File: config.mk
export PLATFORM = sky130hd
export DESIGN_NAME = sync_fifo_prog
export DESIGN_NICKNAME = d
export VERILOG_FILES = /design/src/rtl/sync_fifo_prog.sv
export SDC_FILE = /design/constraint.sdc
export NUM_CORES = 1
export LEC_CHECK = 0
export ABC_AREA = 1
export CAP_MARGIN = 10
export CORE_AREA = 2 2 95 165
export DETAILED_ROUTE_END_ITERATION = 8
export DIE_AREA = 0 0 97 167
export SYNTH_ARGS = -nofsm -noshare
export SYNTH_HDL_FRONTEND = slang
export SYNTH_SLANG_ARGS = --single-unit
export TNS_END_PERCENT = 20
File: constraint.sdc
create_clock -name clk -period 4 [get_ports clk]
set_input_delay 0.4 -clock clk [delete_from_list [all_inputs] [get_ports clk]]
set_output_delay 0.4 -clock clk [all_outputs]
set_load 0.02 [all_outputs]
File: src/rtl/sync_fifo_prog.sv
// Single-clock FIFO with programmable almost-full/almost-empty levels and sticky error flags.
// Define SYNC_FIFO_PROG_FWFT_EN for first-word-fall-through reads; default is registered reads.
module sync_fifo_prog #(
  parameter int DSIZE    = 8,
  parameter int ASIZE    = 4,
  parameter int AF_LEVEL = 14,
  parameter int AE_LEVEL = 2
) (
  input  logic             clk,
  input  logic             rst,
  input  logic [DSIZE-1:0] wdata,
  input  logic             winc,
  output logic             wfull,
  output logic             walmost_full,
  input  logic             rinc,
  output logic [DSIZE-1:0] rdata,
  output logic             rempty,
  output logic             ralmost_empty,
  output logic [ASIZE:0]   count,
  input  logic             clr_err,
  output logic             overflow,
  output logic             underflow
);

  localparam int unsigned    DEPTH    = 1 << ASIZE;
  localparam logic [ASIZE:0] FULL_CNT = (ASIZE+1)'(DEPTH);
  localparam logic [ASIZE:0] AF_CNT   = (ASIZE+1)'(AF_LEVEL);
  localparam logic [ASIZE:0] AE_CNT   = (ASIZE+1)'(AE_LEVEL);
  localparam logic [ASIZE:0] PTR_ONE  = (ASIZE+1)'(1);

  logic [DSIZE-1:0] mem_q [DEPTH];

  logic [ASIZE:0]   wptr_q, wptr_d;
  logic [ASIZE:0]   rptr_q, rptr_d;
  logic [ASIZE:0]   count_q, count_d;
  logic             overflow_q, overflow_d;
  logic             underflow_q, underflow_d;
  logic             wr_en, rd_en;
  logic             full_int, empty_int;
  logic [ASIZE-1:0] waddr, raddr;

  // Status flags come only from the registered occupancy.
  assign full_int      = (count_q == FULL_CNT);
  assign empty_int     = (count_q == '0);
  assign wfull         = full_int;
  assign rempty        = empty_int;
  assign walmost_full  = (count_q >= AF_CNT);
  assign ralmost_empty = (count_q <= AE_CNT);
  assign count         = count_q;
  assign overflow      = overflow_q;
  assign underflow     = underflow_q;
  assign waddr         = wptr_q[ASIZE-1:0];
  assign raddr         = rptr_q[ASIZE-1:0];

  always_comb begin
    wr_en  = winc && !full_int;
    rd_en  = rinc && !empty_int;
    wptr_d = wr_en ? (wptr_q + PTR_ONE) : wptr_q;
    rptr_d = rd_en ? (rptr_q + PTR_ONE) : rptr_q;
    // Pointer difference over ASIZE+1 bits is the occupancy, wrap included.
    count_d     = wptr_d - rptr_d;
    overflow_d  = (overflow_q  && !clr_err) || (winc && full_int);
    underflow_d = (underflow_q && !clr_err) || (rinc && empty_int);
  end

  always_ff @(posedge clk) begin
    if (rst) begin
      wptr_q      <= '0;
      rptr_q      <= '0;
      count_q     <= '0;
      overflow_q  <= 1'b0;
      underflow_q <= 1'b0;
    end else begin
      wptr_q      <= wptr_d;
      rptr_q      <= rptr_d;
      count_q     <= count_d;
      overflow_q  <= overflow_d;
      underflow_q <= underflow_d;
    end
  end

  always_ff @(posedge clk) begin
    if (wr_en && !rst) begin
      mem_q[waddr] <= wdata;
    end
  end

`ifdef SYNC_FIFO_PROG_FWFT_EN
  assign rdata = empty_int ? '0 : mem_q[raddr];
`else
  logic [DSIZE-1:0] rdata_q, rdata_d;

  always_comb begin
    rdata_d = rd_en ? mem_q[raddr] : rdata_q;
  end

  always_ff @(posedge clk) begin
    if (rst) begin
      rdata_q <= '0;
    end else begin
      rdata_q <= rdata_d;
    end
  end

  assign rdata = rdata_q;
`endif

endmodule

Yosys cells after proc, flatten, opt, wreduce, memory -nomap -nowiden
Memories as Yosys holds them, arrays and structs flattened. A register that Yosys moved wholly into a read port is not among the register bits.
Cells that the tools add are included.
{ "word_totals": {"register_bits": 17, "ram_bits": 128, "word_cells": 30, "mem_count": 1} }
{ "memory_table": {"columns": ["name", "words", "word_bits", "read_ports", "rd_clocked_by_memory_dff", "wr", "line", "rtl"], "rows": [
  ["mem_q", 16, 8, 1, 1, 1, "31", "logic [DSIZE-1:0] mem_q [DEPTH];"]
]} }
{ "op_classes": {"n_addsub": 3, "magnitude_cmp": 2, "n_eq_ne": 1, "mux": 4, "reduce_logical": 14} }
{ "ops": {"columns": ["operator", "count"], "rows": [
  ["$add 5x1->5 const B", 2],
  ["$mux 5", 2],
  ["$logic_and 1x1->1", 7],
  ["$eq 5x5->1 const B", 1],
  ["$ge 5x4->1 const B", 1],
  ["$le 5x2->1 const B", 1],
  ["$logic_not 5->1", 1],
  ["$sub 5x5->5", 1],
  ["$logic_not 1->1", 4],
  ["$logic_or 1x1->1", 2],
  ["$mux 1", 2]
]} }

Longest topological paths before layout
{ "logic_depth": {"ltp_word": 6, "depth_mapped": 14, "depth_no_buf": 14} }

Least setup slack after synthesis
Ideal clock, no wire load.
{ "synth_timing": {"path_type": "register to register", "start": "reg count_q[4] (netlist: count[4])", "end": "reg count_q[4] (netlist: count[4])", "t_arrival_ns": 2.042, "slack_ns": 1.843, "stages_incl_launch_ff": 14, "period_less_slack_ns": 2.157, "path_cell_list": "dfxtp_1 > inv_2 > nand3_4 > nand2_8 > inv_8 > nand2_4 > nand2_1 > inv_1 > ha_1 > fa_1 > nor2_1 > nand3_2 > a21oi_1 > nor2_1"} }
{ "synth_via": {"elab_chain_cells": 5, "word_cells_on_any_way": 9, "cone_classes": "add/sub: 1; eq/ne: 1; mux: 2; reduce/logical: 5"} }
{ "synth_lines": {"columns": ["item", "line", "rtl"], "rows": [
  ["from (decl)", "35", "logic [ASIZE:0] count_q, count_d;"],
  ["from (signal assigned)", "76", "count_q <= count_d;"],
  ["$logic_not 5->1", "44", "assign empty_int = (count_q == '0);"],
  ["$logic_not 1->1", "57", "rd_en = rinc && !empty_int;"],
  ["$logic_and 1x1->1", "57", null],
  ["$mux 5", "59", "rptr_d = rd_en ? (rptr_q + PTR_ONE) : rptr_q;"],
  ["net rptr_d[0]", "34", "logic [ASIZE:0] rptr_q, rptr_d;"],
  ["$sub 5x5->5", "61", "count_d = wptr_d - rptr_d;"]
]} }
The timed path passes the listed nets, and every way through them passes these cells.
A chain may end at the register's enable or synchronous reset.

Final worst setup path
{ "layout_timing": {"start": "reg rptr_q[1]", "end": "reg count_q[4] (netlist: count[4])"} }
{ "layout_via": {"elab_chain_cells": 3} }
{ "layout_lines": {"columns": ["item", "line", "rtl"], "rows": [
  ["from (decl)", "34", null],
  ["from (signal assigned)", "75", "rptr_q <= rptr_d;"],
  ["$add 5x1->5", "59", null],
  ["$mux 5 (*)", "59", null],
  ["net rptr_d[1]", "34", null],
  ["$sub 5x5->5 (*)", "61", null]
]} }
Mark *: on every way through the listed nets, which the timed path passes. The rest lies on a longest branch.

==> flow_summary.toml <==
[sta]
fin_crit_ps = 2575
worst_slew_pin_slew_ps = 869.8
rsz0062_at_grt = "false"
min_period_over_period = 0.6438
max_freq_ghz = 0.3883
finalHoldViolCount = 0
drv_slew = 0
finalSetupViolCount = 0
finalClockSkew_ps = 11.15
relSlewSlack = 0.4180
finalSetupTns_ps = 0

[status]
outcome = "finished clean"

[detailed_routing]
met3_length_um = 526
dr.pass1.iters = 4
drt_iter0_drc = 222
postRouteWirelength_um = 14630
avgRoutedWirePerCell_um = 18.52
drc = 0
vias_per_cell = 5.368
ant_nets = 0
wl_met1_um = 5632
wl_met2_um = 8217
dr.max_layer_used = "met4"
vias = 4241

[placed_design]
port_buffers = 31
dp_hpwl_um = 9874
globalplace.congestion = 0.8019

[worst_setup_path]
startpoint_type = "register"
cp_common_cell = "nor2_1"
timing.rr.start = "rptr_q[1]"
cp.required_ps = 4320
worstSetupEndpointType = "register"
startpoint = "rptr_q[1]"
reg2reg_slack_ps = 1420
worst_ep_arrival_time_ps = 2890
ff2ff_path_depth = 8
crit_slowest_cell = "dfxtp_1"
critical_path_depth = 8
reg2reg_to = "count[4]"
critPathMaxFanout = 16
worst_path_largest_cell_delay_ps = 700
worstPathCellList = "ha_1 -> o21ai_0 -> inv_1 -> fa_1 -> nor2_1 -> nand3_2 -> a21oi_1 -> nor2_1"
path_buf_inv = 1
critical_path.top_delay_family = "adder cells"
crit_end = "count[4]"
path_class = "register to register"

[clock_tree]
htree_levels = 4
clkTransAtPathRegs_ps = 70
post-cts-setup-buffer-count = 0
cts-resized-gates = 0
tritoncts = "yes"
root_buffer = "clkbuf_16"
cts_hold_buf = 0
clk_latency_ps = 430
numCtsBuffers = 17
cts_max_path_buffers = 2
cts.sinks = 153

[yosys]
netlist_area_um2 = 6551
avgSynthCellArea_um2 = 11.53
syn-instance-count = 568
synth_seq_cells = 153
ys_warn_count = 0
ys_types = 35
synth_ff_type = "edfxtp_1"
syn_nets = 590
synth_edf_count = 128
synth-seq-area-share = 0.6631
async_flop_share = 0

[global_routing]
antenna_found_initial = 0
grt-ovfl-total = 0
grt_pass1_wl_um = 22580
grt_usage = 0.1861
grt_max_degree = 65
grt_pass1_vias = 4163

[floorplan]
start_util = 0.4415
num_io_pins = 32
die_h_um = 167
die_w_um = 97
num_rows = 59
dieArea_um2 = 16200
core_um2 = 14840

[finish]
diodes = 0
layout-drive-gt1-share = 0.1137
syn2layout_area_growth_pct = 14.30
nets = 616

[power]
p_leak_nw = 2.661
netSwitchingFraction = 0.3414
p_seq_frac = 0.407
power.switching_w = 0.001607
design_power_total_w = 0.004708
ir_worst_vdd_mv = 0.3153
internal_power_w = 0.003101
power.density_nw_per_um2 = 628.7
clockPowerShare = 0.324
p_comb_frac = 0.269

[min_path]
hold_path_class = "register to register"
hold_start = "underflow"

[run]
maxCapViolCount = 0
[kinds of logic after synthesis]
kind of cell | after synthesis | synth area share
XOR/XNOR | 4 | 0.006495
flip-flops | 153 | 0.6631
adder cells (fa/ha/maj) | 9 | 0.01834
AO/OA/AOI/OAI | 117 | 0.1077
buffers and inverters | 67 | 0.05309
AND/OR/NAND/NOR | 218 | 0.1513
[worst reg2reg max path: cells and delay by family, from the launching register on]
kind	cells	cell delay, ps
DFF	1	700
adders and majority gates	2	810
buffers and inverters	1	120
AOI/OAI and AO/OA	2	530
and+or+nand+nor	3	320
[cells in the mapped netlist, types with 2 or more instances]
master | instances | area share
a21oi_1 | 6 | 0.0046
buf_2 | 11 | 0.0084
buf_4 | 4 | 0.0046
buf_6 | 8 | 0.014
clkbuf_1 | 6 | 0.0034
clkinv_1 | 2 | 0.0011
dfxtp_1 | 25 | 0.076
edfxtp_1 | 128 | 0.59
ha_1 | 8 | 0.015
inv_1 | 29 | 0.017
inv_2 | 6 | 0.0034
nand2_1 | 44 | 0.025
nand2_2 | 10 | 0.0095
nand2_4 | 3 | 0.0052
nand3_1 | 25 | 0.019
nand3_2 | 2 | 0.0031
nand3_4 | 2 | 0.0053
nand4_1 | 3 | 0.0029
nor2_1 | 124 | 0.071
nor2_4 | 2 | 0.0034
o211ai_1 | 19 | 0.022
o21ai_0 | 63 | 0.048
o21ai_1 | 5 | 0.0038
o21ai_2 | 2 | 0.0027
o221ai_1 | 14 | 0.019
o22ai_1 | 7 | 0.0067
xor2_1 | 2 | 0.0027
[stage by stage]
stage                       util  setup slack, ps  hold slack [ps]  cells  instance area [um^2]
after detailed placement  0.4672             1343            460.3    758                  6932
after floorplan                -             1843            498.9    568                  6551
after global routing      0.5047             1282            494.3    790                  7488
final                     0.5047             1425            468.0    790                  7488
after CTS                 0.5047             1465            470.5    790                  7488
after global placement    0.4672             1352            456.2    758                  6932
[cells in the final DEF (no fill, tap or decap), types with 17 or more instances in the layout]
cell type	count
edfxtp_1	128
clkdlybuf4s50_1	31
nand3_1	25
dfxtp_1	24
nor2_1	124
o211ai_1	19
clkbuf_16	17
o21ai_0	63
inv_1	29
nand2_1	44
[layer usage]
layer  GRT usage  vias up
met1      0.1981     2065
li1            -     2053
met3     0.03567       18
met4     0.07777        0
met5           0        -
met2      0.3530      105
[layout make-up]
cell class,count,area [um^2]
well taps,183,229.0
clock inverters,14,127.6
inverters,38,150.1
flip-flops and latches,153,4345
repair buffers,36,347.8
multi-input cells,348,1859
fillers,1307,7350
clock buffers,18,429.2
[flip-flops by register name, summed over array words and instances (netlist names)]
| signal | flops |
|---|---|
| rptr_q | 5 |
| count | 5 |
| mem_q | 128 |
| underflow | 1 |
| rdata | 8 |
| wptr_q | 5 |
| overflow | 1 |
[worst min-delay path by stage]
stage / endpoint / cells past startpoint
after floorplan: mem_q[0][0] / 0
after global placement: underflow / 2
after detailed placement: underflow / 2
after CTS: underflow / 2
after global routing: overflow / 2
final: underflow / 2
[power groups by stage]
| stage | clock network, W | registers [W] | logic, W |
|---|---|---|---|
| after floorplan | 0 | 0.00197 | 0.000860 |
| after CTS | 0.00155 | 0.00192 | 0.00127 |
| after global placement | 0 | 0.00195 | 0.00124 |
| after detailed placement | 0 | 0.00195 | 0.00127 |
| final | 0.00153 | 0.00192 | 0.00127 |
| after global routing | 0.00162 | 0.00193 | 0.00139 |
No activity file was read; power rests on OpenSTA's default activity.
